**src/rtl/sobel_addr_walker.sv**
```systemverilog
// Raster address walker for the Sobel pipeline.
// Emits linear frame addresses or 3x3 clamped-window neighbour addresses.
module sobel_addr_walker #(
  parameter int IMG_W  = 32,
  parameter int IMG_H  = 32,
  parameter int ADDR_W = 10
) (
  input  logic              clk,
  input  logic              rst,
  input  logic              start,
  input  logic              mode,
  input  logic              abort,
  input  logic              ready,
  output logic [ADDR_W-1:0] addr,
  output logic              addr_vld,
  output logic [ADDR_W-1:0] center_addr,
  output logic [3:0]        tap,
  output logic              tap_last,
  output logic              last,
  output logic              busy,
  output logic              done
);

  typedef logic [ADDR_W-1:0] a_t;

  localparam a_t W_A = a_t'(IMG_W);
  localparam a_t WM1 = a_t'(IMG_W - 1);
  localparam a_t HM2 = a_t'(IMG_H - 2);
  localparam a_t NM1 = a_t'(IMG_W * IMG_H - 1);
  localparam a_t ONE = a_t'(1);

  typedef enum logic [1:0] {
    S_IDLE,
    S_LIN,
    S_WIN,
    S_FIN
  } state_t;

  state_t state, n_state;
  a_t x, y, cen, rb_u, rb_c, rb_d;
  a_t n_x, n_y, n_cen, n_rbu, n_rbc, n_rbd;
  a_t n_row, n_xc;
  logic [3:0] t, n_t;
  logic acc;

  assign acc = addr_vld & ready;

  always_comb begin
    n_state = state;
    n_x     = x;
    n_y     = y;
    n_t     = t;
    n_cen   = cen;
    n_rbu   = rb_u;
    n_rbc   = rb_c;
    n_rbd   = rb_d;
    unique case (state)
      S_IDLE: begin
        if (start) begin
          n_state = mode ? S_WIN : S_LIN;
          n_x     = '0;
          n_y     = '0;
          n_t     = '0;
          n_cen   = '0;
          n_rbu   = '0;
          n_rbc   = '0;
          n_rbd   = W_A;
        end
      end
      S_LIN: begin
        if (abort) begin
          n_state = S_IDLE;
        end else if (acc) begin
          if (cen == NM1) n_state = S_FIN;
          else n_cen = cen + ONE;
        end
      end
      S_WIN: begin
        if (abort) begin
          n_state = S_IDLE;
        end else if (acc) begin
          if (t != 4'd8) begin
            n_t = t + 4'd1;
          end else if (cen == NM1) begin
            n_state = S_FIN;
          end else begin
            n_t   = '0;
            n_cen = cen + ONE;
            if (x == WM1) begin
              // Row change: the rows above/below slide down, clamped at the bottom.
              n_x   = '0;
              n_y   = y + ONE;
              n_rbu = rb_c;
              n_rbc = rb_c + W_A;
              if (y < HM2) n_rbd = rb_d + W_A;
            end else begin
              n_x = x + ONE;
            end
          end
        end
      end
      S_FIN: n_state = S_IDLE;
      default: n_state = S_IDLE;
    endcase
  end

  always_comb begin
    n_row = n_rbc;
    unique case (1'b1)
      (n_t < 4'd3): n_row = n_rbu;
      (n_t >= 4'd3 && n_t < 4'd6): n_row = n_rbc;
      default: n_row = n_rbd;
    endcase
  end

  always_comb begin
    n_xc = n_x;
    unique case (n_t)
      4'd0, 4'd3, 4'd6: n_xc = (n_x == '0) ? '0 : n_x - ONE;
      4'd2, 4'd5, 4'd8: n_xc = (n_x == WM1) ? n_x : n_x + ONE;
      default: n_xc = n_x;
    endcase
  end

  always_ff @(posedge clk) begin
    if (!rst) begin
      state       <= S_IDLE;
      x           <= '0;
      y           <= '0;
      t           <= '0;
      cen         <= '0;
      rb_u        <= '0;
      rb_c        <= '0;
      rb_d        <= '0;
      addr        <= '0;
      addr_vld    <= 1'b0;
      center_addr <= '0;
      tap         <= '0;
      tap_last    <= 1'b0;
      last        <= 1'b0;
      busy        <= 1'b0;
      done        <= 1'b0;
    end else begin
      state    <= n_state;
      x        <= n_x;
      y        <= n_y;
      t        <= n_t;
      cen      <= n_cen;
      rb_u     <= n_rbu;
      rb_c     <= n_rbc;
      rb_d     <= n_rbd;
      addr_vld <= (n_state == S_LIN) || (n_state == S_WIN);
      busy     <= (n_state == S_LIN) || (n_state == S_WIN);
      done     <= (n_state == S_FIN);
      unique case (n_state)
        S_LIN: begin
          addr        <= n_cen;
          center_addr <= n_cen;
          tap         <= '0;
          tap_last    <= 1'b1;
          last        <= (n_cen == NM1);
        end
        S_WIN: begin
          addr        <= n_row + n_xc;
          center_addr <= n_cen;
          tap         <= n_t;
          tap_last    <= (n_t == 4'd8);
          last        <= (n_cen == NM1) && (n_t == 4'd8);
        end
        default: begin
          addr        <= '0;
          center_addr <= '0;
          tap         <= '0;
          tap_last    <= 1'b0;
          last        <= 1'b0;
        end
      endcase
    end
  end

endmodule

```
**config.mk**
```make
export PLATFORM = sky130hd
export DESIGN_NAME = sobel_addr_walker
export DESIGN_NICKNAME = d
export VERILOG_FILES = /design/src/rtl/sobel_addr_walker.sv
export SDC_FILE = /design/constraint.sdc
export NUM_CORES = 1
export LEC_CHECK = 0
export BUFFER_PORTS_ARGS = -buffer_cell sky130_fd_sc_hd__buf_4
export CAP_MARGIN = 30
export CORE_MARGIN = 1.5
export CORE_UTILIZATION = 55
export DETAILED_ROUTE_END_ITERATION = 10
export PLACE_DENSITY = 0.69
export SYNTH_ARGS = -nofsm -noshare
export SYNTH_HDL_FRONTEND = slang
export SYNTH_SLANG_ARGS = --single-unit
```
**constraint.sdc**
```tcl
create_clock -name clk -period 5.3 [get_ports clk]
set_input_delay 0.265 -clock clk [delete_from_list [all_inputs] [get_ports clk]]
set_output_delay 0.265 -clock clk [all_outputs]
set_load 0.02 [all_outputs]
```
# Word level (Yosys, flattened, before mapping)
# Index checks and enable logic that the tools add are counted.
# totals
mem_bits_ro	0
out_inout_bits	29
mem_count	0
ram_bits	0
word_cells	130
ff_bits	94
latchBits	0
in_bits	6
# op_classes
mul	0
addsub	9
shift	0
muxes	66
order_cmp	4
bitwise_logic	1
div	0
eq_ne	22
n_reduce_logical	13
# ops
op	n
10-bit two-way mux	40
10-bit one-hot mux with 2 select lines	8
10-bit by 1-bit adder with 10-bit output (second input constant)	4
10-bit one-hot mux with 3 select lines	1
10-bit by 6-bit adder with 10-bit output (second input constant)	2
10-bit == test (second input constant)	2
10-bit by 5-bit == test with 1-bit output (second input constant)	2
4-bit two-way mux	5
2-bit two-way mux	8
2-bit inequality test (second input constant)	6
10-bit adder	1
10-bit zero test	1
10-bit by 5-bit less-than comparator with 1-bit output (second input constant)	1
10-bit by 1-bit subtractor with 10-bit output (second input constant)	1
2-bit == test (second input constant)	4
4-bit by 2-bit == test with 1-bit output (second input constant)	2
4-bit by 3-bit == test with 1-bit output (second input constant)	2
2-bit one-hot mux with 4 select lines	1
4-bit one-hot mux with 2 select lines	1
7-bit AND reduction	1
3-bit OR reduction	2
4-bit by 1-bit adder with 4-bit output (second input constant)	1
2-bit by 1-bit == test with 1-bit output (second input constant)	2
4-bit == test (second input constant)	1
13 further kinds	16

# Longest topological paths before layout
# Gate-level depths: netlist of the first run.
# logic_depth
ltp_word	12
depth_mapped	27
mapped_depth_nobuf	26

# Least setup slack after synthesis of the first run
# OpenSTA, ideal clock, no wires.
# synth_path
path_kind	register to register
start	register cen[0]
end	register addr[9]
period_less_slack_ns	4.905
setup_time_ns	0.092
path_stages_with_launch	25
required_time_ns	5.208
arrival_ns	4.813
setup_slack_ns	0.395
path_cell_list	dfxtp_1 > ha_1 > nand3_2 > or3_1 > clkbuf_1 > nand3_1 > and3_1 > a31oi_1 > inv_1 > ha_1 > nand4bb_2 > or3_1 > and2_1 > buf_6 > a211o_1 > ha_1 > a21o_1 > a21o_1 > a21o_1 > a21oi_1 > o21a_1 > o21ai_0 > xor2_1 > and3_1 > o32ai_1
# synth_between
elab_chain_len	11
word_cells_on_any_way	65
cone_classes	4 x add/sub; 3 x order compare; 9 x eq/ne; 44 x mux; 5 x reduce/logical
# synth_rtl
item	line_no	source
start, declared	40	a_t x, y, cen, rb_u, rb_c, rb_d;
start signal, assigned	148	cen <= n_cen;
10-bit == test	74, 84	
10-bit two-way mux / 4-bit two-way mux (equally long branches)	84	end else if (cen == NM1) begin
10-bit two-way mux / 4-bit two-way mux (equally long branches)	82	if (t != 4'd8) begin
10-bit two-way mux / 4-bit two-way mux (equally long branches)	81	end else if (acc) begin
10-bit two-way mux / 4-bit two-way mux (equally long branches)	79	if (abort) begin
10-bit one-hot mux with 2 select lines / 4-bit one-hot mux with 2 select lines (equally long branches)	57	unique case (state)
10-bit by 1-bit adder with 10-bit output, or another cell as far along	120	4'd2, 4'd5, 4'd8: n_xc = (n_x == WM1) ? n_x : n_x + ONE;
10-bit two-way mux, or another cell as far along	120	
10-bit one-hot mux with 2 select lines, on equally long branches	118, 109	
10-bit adder	164	addr <= n_row + n_xc;
10-bit one-hot mux with 2 select lines *	155	unique case (n_state)
end signal, assigned	157	addr <= n_cen;
end signal, assigned	164	
end, declared	14	output logic [ADDR_W-1:0] addr,
# Mark *: on every way between the ends. The rest lies on a longest branch, timed or not.
# A chain may end at the register's enable or synchronous reset.

# Final worst setup path of the first run
# layout_path
start	register t[0]
end	register addr[9]
# layout_between
elab_chain_len	10
word_cells_on_any_way	56
cone_classes	4 x add/sub; 3 x order compare; 9 x eq/ne; 35 x mux; 5 x reduce/logical
# layout_rtl
item	line_no	source
start, declared	43	logic [3:0] t, n_t;
start signal, assigned	147	t <= n_t;
4-bit inequality test, or another cell as far along	82	
10-bit two-way mux / 4-bit two-way mux (equally long branches)	82	
10-bit two-way mux / 4-bit two-way mux (equally long branches)	81	
10-bit two-way mux / 4-bit two-way mux (equally long branches)	79	
10-bit one-hot mux with 2 select lines / 4-bit one-hot mux with 2 select lines (equally long branches)	57	
10-bit by 1-bit adder with 10-bit output, or another cell as far along	120	
10-bit two-way mux, or another cell as far along	120	
10-bit one-hot mux with 2 select lines, on equally long branches	118, 109	
10-bit adder	164	
10-bit one-hot mux with 2 select lines *	155	
# Marked as above.

==> results.md, run 1 <==
- Nets in the synthesized netlist: 687
- Worst slew slack as a fraction of its limit: about 50%
- Largest net degree at the start of global routing: 42
- Utilization of the core after routing: 63.6%
- # setup viols final: 0
- Run status: complete, no violations
- Filler Cell Count: between 800 and 900
- Final slew viol count: 0
- P per Cell Area: between 200 and 250 nW/um^2
- Clk pin slew, worst setup/hold paths: around 0.09 ns
- Flip-flop and latch count after synthesis: between 90 and 100
- Number of vias after detailed routing: slightly above 5000
- Proportion of register bits with asynchronous set or reset after synthesis: 0%
- Synth warn: 0
- # rows: 36
- GRT Total Usage: just under 30%
- Routed vias/inst: 6.12
- Die width: 102 um
- Nets: ~740
- Unique masters post-synth: 80
- Worst R2R Setup Slack: around 0.26 ns
- Part of the cycle the worst path needs: 95.0%
- Share of cells above drive strength 1: roughly 18%
- Worst hold path class: input port to flop
- Worst hold slack: around 0.27 ns
- # IOs: 35
- Predominant post-synthesis flop cell: dfxtp_1
- Total wire length after detailed routing: 14.9 mm
- Total negative slack: 0 ns
- Type of the worst setup path: flop to flop
- Worst slack at placement: roughly 0.16 ns
- Final Critical Period: 5.04 ns
- Synthesized cell area: roughly 5400 sq um
- IO buf count: 34
- Antenna viol nets, final: 0
- Antenna diodes: 0
- Required time at the worst-slack endpoint: roughly 5.6 ns
- Antenna violations before repair: 0
- Area Growth Syn to Fin: 13.1%
- Final Hold Violating Endpoints: 0
- Number of flops mapped to enable cells by yosys: 0
- VDD IR max: around 0.19 mV
- # H-tree levels: 3
- Routability congestion estimate: between 0.9 and 1
- Clock tree buffer depth: 2
- Kind of launch point of the worst setup path: flop
- Via count of the first global-routing pass: 4706
- Effective utilization at floorplan: a little under three fifths
- Initial DRC Count: around 470
- Worst path arrival time: 5.32 ns
- Clock tree sinks: 94
- DRC Markers: 0
- TritonCTS Buffers: 9
- Maximum fanout along the worst path: 10
- Seq pwr share: a little over half
- Synthesized instance count: approximately 660
- Worst-case clock skew: ~0.012 ns
- Switching Share: 26.3%
- Clock Power Share: approximately 38%
- Commonest cells after routing, fill and taps aside: dfxtp_1 (91), nor2_1 (90), buf_4 (71), nand2_1 (45), a21oi_1 (42)
- Int Pwr: about 960 uW
- Net switching component of the power: between 300 and 400 uW
- Clock insertion delay at the later pin of the skew report: 0.38 ns
- Synthesized area divided by synthesized cell count: roughly 8.3 sq um
- TritonCTS clock tree: done
- Relative contribution of combinational cells to total power: 7.2%
- Cell leakage power: about 0.0026 uW
- Area of the placeable core: 9680 sq um
- Post-DP HPWL: between 10 and 15 mm
- Slew at the pin closest to its max-slew limit: ~0.75 ns
- Remaining global-route overflow: 0
- Die area: around 10000 sq um
- Endpoint kind of the worst setup timing path: flop
- Worst Slack Setup Final: 0.263 ns
- Vertical extent of the die: between 100 and 150 um
- Sequential cell area fraction in the yosys report: 34.6%
- Max frequency: 199 MHz
- Count of max-cap constraint violations: 0
- First-pass GRT wire length: roughly 24 mm
- Length of the first detailed-routing pass in iterations: 5
- Most frequent standard cell in the layout excluding fill and tap cells: dfxtp_1
- Clock root buffer: clkbuf_8
- Average wire per cell in the routed design: 17.6 um
## stage by stage
step	area, sq um	power, uW	std cells
floorplan	5440	791	659
global placement	5900	820	828
detailed placement	5900	821	828
CTS	6090	1310	843
global route	6160	1340	847
finish	6160	1300	847
## sequential cells by signal (all words and copies together) (netlist names), 10 cells and up
signal and flops:
cen 10, rb_u 10, rb_c 10, addr 10
y 10, rb_d 10, center_addr 10, x 10
## cells in the mapped netlist, types with 8 or more instances
cell type,number,area share (%)
inv_1,18,1.2
a21oi_1,44,4.0
dfxtp_1,94,35
a31oi_1,11,1.3
a21o_1,8,1.1
nand4_1,17,2.0
xor2_1,14,2.3
o21ai_0,26,2.4
clkbuf_1,16,1.1
and3_1,24,2.8
o22ai_1,13,1.5
ha_1,21,4.8
nor2_1,90,6.2
nor2b_1,11,1.3
nor3_1,12,1.1
nand2_1,45,3.1
and2_1,12,1.4
nand3_1,34,3.1
## worst paths after layout
kind                      startpoint             endpoint  cells after the start
setup reg to reg     t[0]$_SDFF_PN0_   addr[9]$_SDFF_PN0_                     20
setup / recovery     t[0]$_SDFF_PN0_   addr[9]$_SDFF_PN0_                     20
hold / removal                 abort  state[0]$_SDFF_PN0_                      4
hold reg to reg   rb_u[5]$_SDFF_PN0_   rb_u[5]$_SDFF_PN0_                      2
## critical path, cell delays in order (launching register included)
cell and delay [ns]:
dfxtp_1 0.36, inv_1 0.09, ha_1 0.16, and3b_2 0.31, nand2_8 0.11, or4_4 0.52
mux2_4 0.35, nand4bb_2 0.25, or3_1 0.40, and2_1 0.20, a211o_1 0.29, ha_1 0.27
a21o_1 0.17, a21o_1 0.19, a21o_1 0.19, a21oi_2 0.18, o21a_1 0.18, o21ai_0 0.11
xor2_1 0.18, and3_1 0.22, o32ai_1 0.21
## per-layer routing
| layer | routed length [um] | part of all wire, % | vias to the layer above | track usage (%) |
|---|---|---|---|---|
| met2 | 6680 | 45 | 207 | 45.7 |
| met3 | 802 | 5.4 | 50 | 6.50 |
| met4 | 801 | 5.4 | 0 | 16.3 |
| li1 | - | - | 2511 | - |
| met5 | 0 | 0 | - | 0 |
| met1 | 6620 | 44 | 2414 | 37.7 |
## cell type report
cell class | instances | area [sq um] | share of cell area (%)
sequential | 94 | 1890 | 30.7
multi-input combinational | 515 | 3300 | 53.7
clock inverter | 6 | 70.1 | 1.14
clock buffer | 9 | 124 | 2.01
timing repair buffer | 71 | 533 | 8.66
inverter | 19 | 71.3 | 1.16
tap | 133 | 166 | 2.70
## power by group through the flow
stage	combinational (uW)	sequential [uW]	clock [uW]
final	93.1	713	492
after global routing	100	714	528
after CTS	91.7	713	500
after detailed placement	91.4	730	0
after global placement	90.6	729	0
after floorplan	60.0	731	0
## kinds of logic (layout without fill, tap and decap cells)
kind of cell | count (synthesis) | after routing | share of synthesized area, %
AO/OA/AOI/OAI | 160 | 160 | 19.6
XOR/XNOR | 19 | 19 | 3.06
adder cells (fa/ha/maj) | 22 | 22 | 5.20
buffers and inverters | 50 | 105 | 5.27
flip-flops | 94 | 94 | 34.6
multiplexers | 14 | 14 | 2.81
AND/OR/NAND/NOR | 300 | 300 | 29.5
## timing repair
item | CTS | global route
resized for setup | 0 | 13
setup endpoints to repair | 0 | 4
buffers inserted | 0 | 4
hold buffers | 0 | 0
Power figures use the tool's default switching activity.
==> run 2, diff against run 1 <==
--- a/config.mk
+++ b/config.mk
@@ -10,7 +10,7 @@
 export CORE_MARGIN = 1.5
 export CORE_UTILIZATION = 55
 export DETAILED_ROUTE_END_ITERATION = 10
-export PLACE_DENSITY = 0.69
+export PLACE_DENSITY = 0.8
 export SYNTH_ARGS = -nofsm -noshare
 export SYNTH_HDL_FRONTEND = slang
 export SYNTH_SLANG_ARGS = --single-unit
==> constraint.sdc (replaced) <==
create_clock -name clk -period 5.8 [get_ports clk]
set_input_delay 0.29 -clock clk [delete_from_list [all_inputs] [get_ports clk]]
set_output_delay 0.29 -clock clk [all_outputs]
set_load 0.02 [all_outputs]
==> results.md, run 2 (synthesis results as in run 1) <==
- Run status: complete, no violations
- Cell occurring most often along the worst timing path: a21o_1
- DRC Markers: 0 (unchanged)
- Die area: 10500 sq um (unchanged)
- Antenna viol nets, final: 0 (unchanged)
- Remaining global-route overflow: 0 (unchanged)
- Largest stage delay on the critical path: 0.64 ns (+0.12 ns)
- Worst slew slack as a fraction of its limit: 49.8% (about the same)
- Count of max-cap constraint violations: 0 (unchanged)
- # H-tree levels: 3 (unchanged)
- Endpoint of the lowest-slack register-to-register path: addr[9]$_SDFF_PN0_
- Final Critical Period: 5.48 ns (+0.439 ns)
- Area of the placeable core: 9680 sq um (unchanged)
- IO buf count: 34 (unchanged)
- Total negative slack: 0 ns (unchanged)
- Total power: 1270 uW (-2.0%)
- First-pass GRT wire length: 23.8 mm (+0.29%)
- Kind of launch point of the worst setup path: flop
- Setup repair after global routing missed its margin: false
- Commonest cells after routing, fill and taps aside: dfxtp_1 (94), nor2_1 (89), buf_4 (54), nand2_1 (45), a21oi_1 (43)
- Effective utilization at floorplan: 56.2% (unchanged)
- Nets: 721 (-2.3%)
- Post-DP HPWL: 10.8 mm (about the same)
- Critical path cell sequence: ha_1 > nand3_2 > nor3_4 > buf_4 > nor4_4 > nor4_2 > nand4bb_2 > or3_1 > and2_1 > a211o_1 > ha_1 > a21o_1 > a21o_1 > a21o_1 > a21oi_1 > o21a_1 > o21ai_0 > xor2_1 > and3_1 > o32ai_1
- Worst Slack Setup Final: 0.324 ns (+0.0606 ns)
- Worst R2R Setup Slack: 0.32 ns (+0.06 ns)
- Clock root buffer: clkbuf_8
- Worst-case clock skew: 0.0102 ns (-0.00133 ns)
- Routability congestion estimate: 0.944 (about the same)
- Slew at the pin closest to its max-slew limit: 0.752 ns (+0.000395 ns)
- TritonCTS Buffers: 9 (unchanged)
- Total wire length after detailed routing: 14.8 mm (-0.89%)
- Worst hold path stage count: 2 (-2)
- Cell leakage power: 0.00255 uW (-2.9%)
- # setup viols final: 0 (unchanged)
- Required time at the worst-slack endpoint: 6.09 ns (+0.51 ns)
- Via count of the first global-routing pass: 4759 (+1.1%)
- Most frequent standard cell in the layout excluding fill and tap cells: dfxtp_1
- Sink of the worst hold path: done$_SDFF_PN0_
- Antenna diodes: 0 (unchanged)
- Worst path arrival time: 5.76 ns (+0.44 ns)
- Filler Cell Count: 865 (+3.5%)
- Largest net degree at the start of global routing: 42 (unchanged)
- Initial DRC Count: 384 (-18%)
- TritonCTS clock tree: done
- # IOs: 35 (unchanged)
- Final Hold Violating Endpoints: 0 (unchanged)
- Clock tree buffer depth: 2 (unchanged)
- Length of the first detailed-routing pass in iterations: 5 (unchanged)
- GRT Total Usage: 29.4% (+0.051 points)
- Part of the cycle the worst path needs: 94.4% (-0.62 points)
- Share of cells above drive strength 1: 15.0% (-3.0 points)
- Vertical extent of the die: 102 um (unchanged)
- Clock insertion delay at the later pin of the skew report: 0.37 ns (about the same)
- Antenna violations before repair: 0 (unchanged)
- Number of vias after detailed routing: 5111 (-1.4%)
- Routed vias/inst: 6.15 (+0.53%)
- Start point of the worst hold path: rst
- # rows: 36 (unchanged)
- Worst hold path class: input port to flop
- Maximum fanout along the worst path: 10 (unchanged)
- Startpoint of the lowest-slack register-to-register path: cen[0]$_SDFF_PN0_
- Number of instances resized during post-cts repair: 0 (unchanged)
- Average wire per cell in the routed design: 17.8 um (+1.0%)
- P per Cell Area: 210 nW/um^2 (-0.30%)
- Endpoint kind of the worst setup timing path: flop
- Cell family contributing the most delay on the critical path: simple AND/OR/NAND/NOR gates
- Worst Path Buf+Inv: 1 (unchanged)
- Die width: 102 um (unchanged)
- Final slew viol count: 0 (unchanged)
- VDD IR max: 0.148 mV (-22%)
- Clock tree sinks: 94 (unchanged)
- Type of the worst setup path: flop to flop
- Clk pin slew, worst setup/hold paths: 0.10 ns (about the same)
- Area Growth Syn to Fin: 11.2%
- Max frequency: 183 MHz (-8.0%)
- Crit path max-delay cell type: nor4_2
- Worst slack at placement: 0.418 ns (+0.259 ns)
- CTS hold repair buffers: 0 (unchanged)
- Worst Reg2Reg Path Length in Cells: 20 (unchanged)
- Post-CTS setup buffer count: 0 (unchanged)
[run 2: cell types whose count changed in the layout (fill, tap and decap cells not counted), moves of 2 or more]
cell and delta:
dfxtp_2 -2, buf_4 -17, dfxtp_1 +3, clkinv_4 -2, bufinv_16 +2
[run 2: metal layers]
metal | share of wire (%) | GRT usage, % | vias to the layer above
li1 | - | - | 2487
met1 | 43 | 36.7 | 2413
met2 | 49 | 48.7 | 176
met3 | 5.1 | 5.13 | 35
met4 | 3.8 | 15.3 | 0
met5 | 0 | 0 | -
[run 2: final cells by class]
class	instances	area (sq um)	share of cell area, %
clock buffers	10	128	2.11
multi-input cells	515	3280	54.3
repair buffers	54	405	6.70
well taps	133	166	2.75
inverters	19	71.3	1.18
flip-flops and latches	94	1880	31.1
clock inverters	6	115	1.90
[run 2: report_power, final]
| part | internal, uW | switching [uW] | leakage [uW] |
|---|---|---|---|
| combinational | 23.8 | 59.5 | 0.00167 |
| clock | 290 | 246 | 0.000117 |
| sequential | 648 | 4.79 | 0.000758 |
| total | 962 | 310 | 0.00255 |
[run 2: worst max-delay path by stage]
stage	startpoint	to	slack [ns]	cells after the start
final	cen[0]$_SDFF_PN0_	addr[9]$_SDFF_PN0_	0.32	20
after global routing	cen[0]$_SDFF_PN0_	addr[9]$_SDFF_PN0_	0.03	21
after CTS	cen[0]$_SDFF_PN0_	addr[9]$_SDFF_PN0_	0.41	20
after detailed placement	cen[0]$_SDFF_PN0_	addr[9]$_SDFF_PN0_	0.42	20
after global placement	cen[0]$_SDFF_PN0_	addr[9]$_SDFF_PN0_	0.62	20
after floorplan	cen[0]$_SDFF_PN0_	addr[9]$_SDFF_PN0_	0.89	24
[run 2: worst reg2reg max path: cells and delay by family, from the launching register on]
kind            cells  cell delay (ns)
simple gates        8             2.33
compound gates      8             1.63
fa+ha+maj           2             0.52
flops               1             0.48
buf+inv             1             0.25
xor+xnor            1             0.19
[run 2: metrics by stage]
step	utilization (%)	instances	instance area, sq um	hold slack, ns
2_1_floorplan	-	659	5440	0.453
3_3_place_gp	59.9	815	5800	0.461
3_5_place_dp	59.9	815	5800	0.476
4_1_cts	62.4	831	6040	0.316
5_1_grt	62.5	831	6050	0.310
6_report	62.5	831	6050	0.325
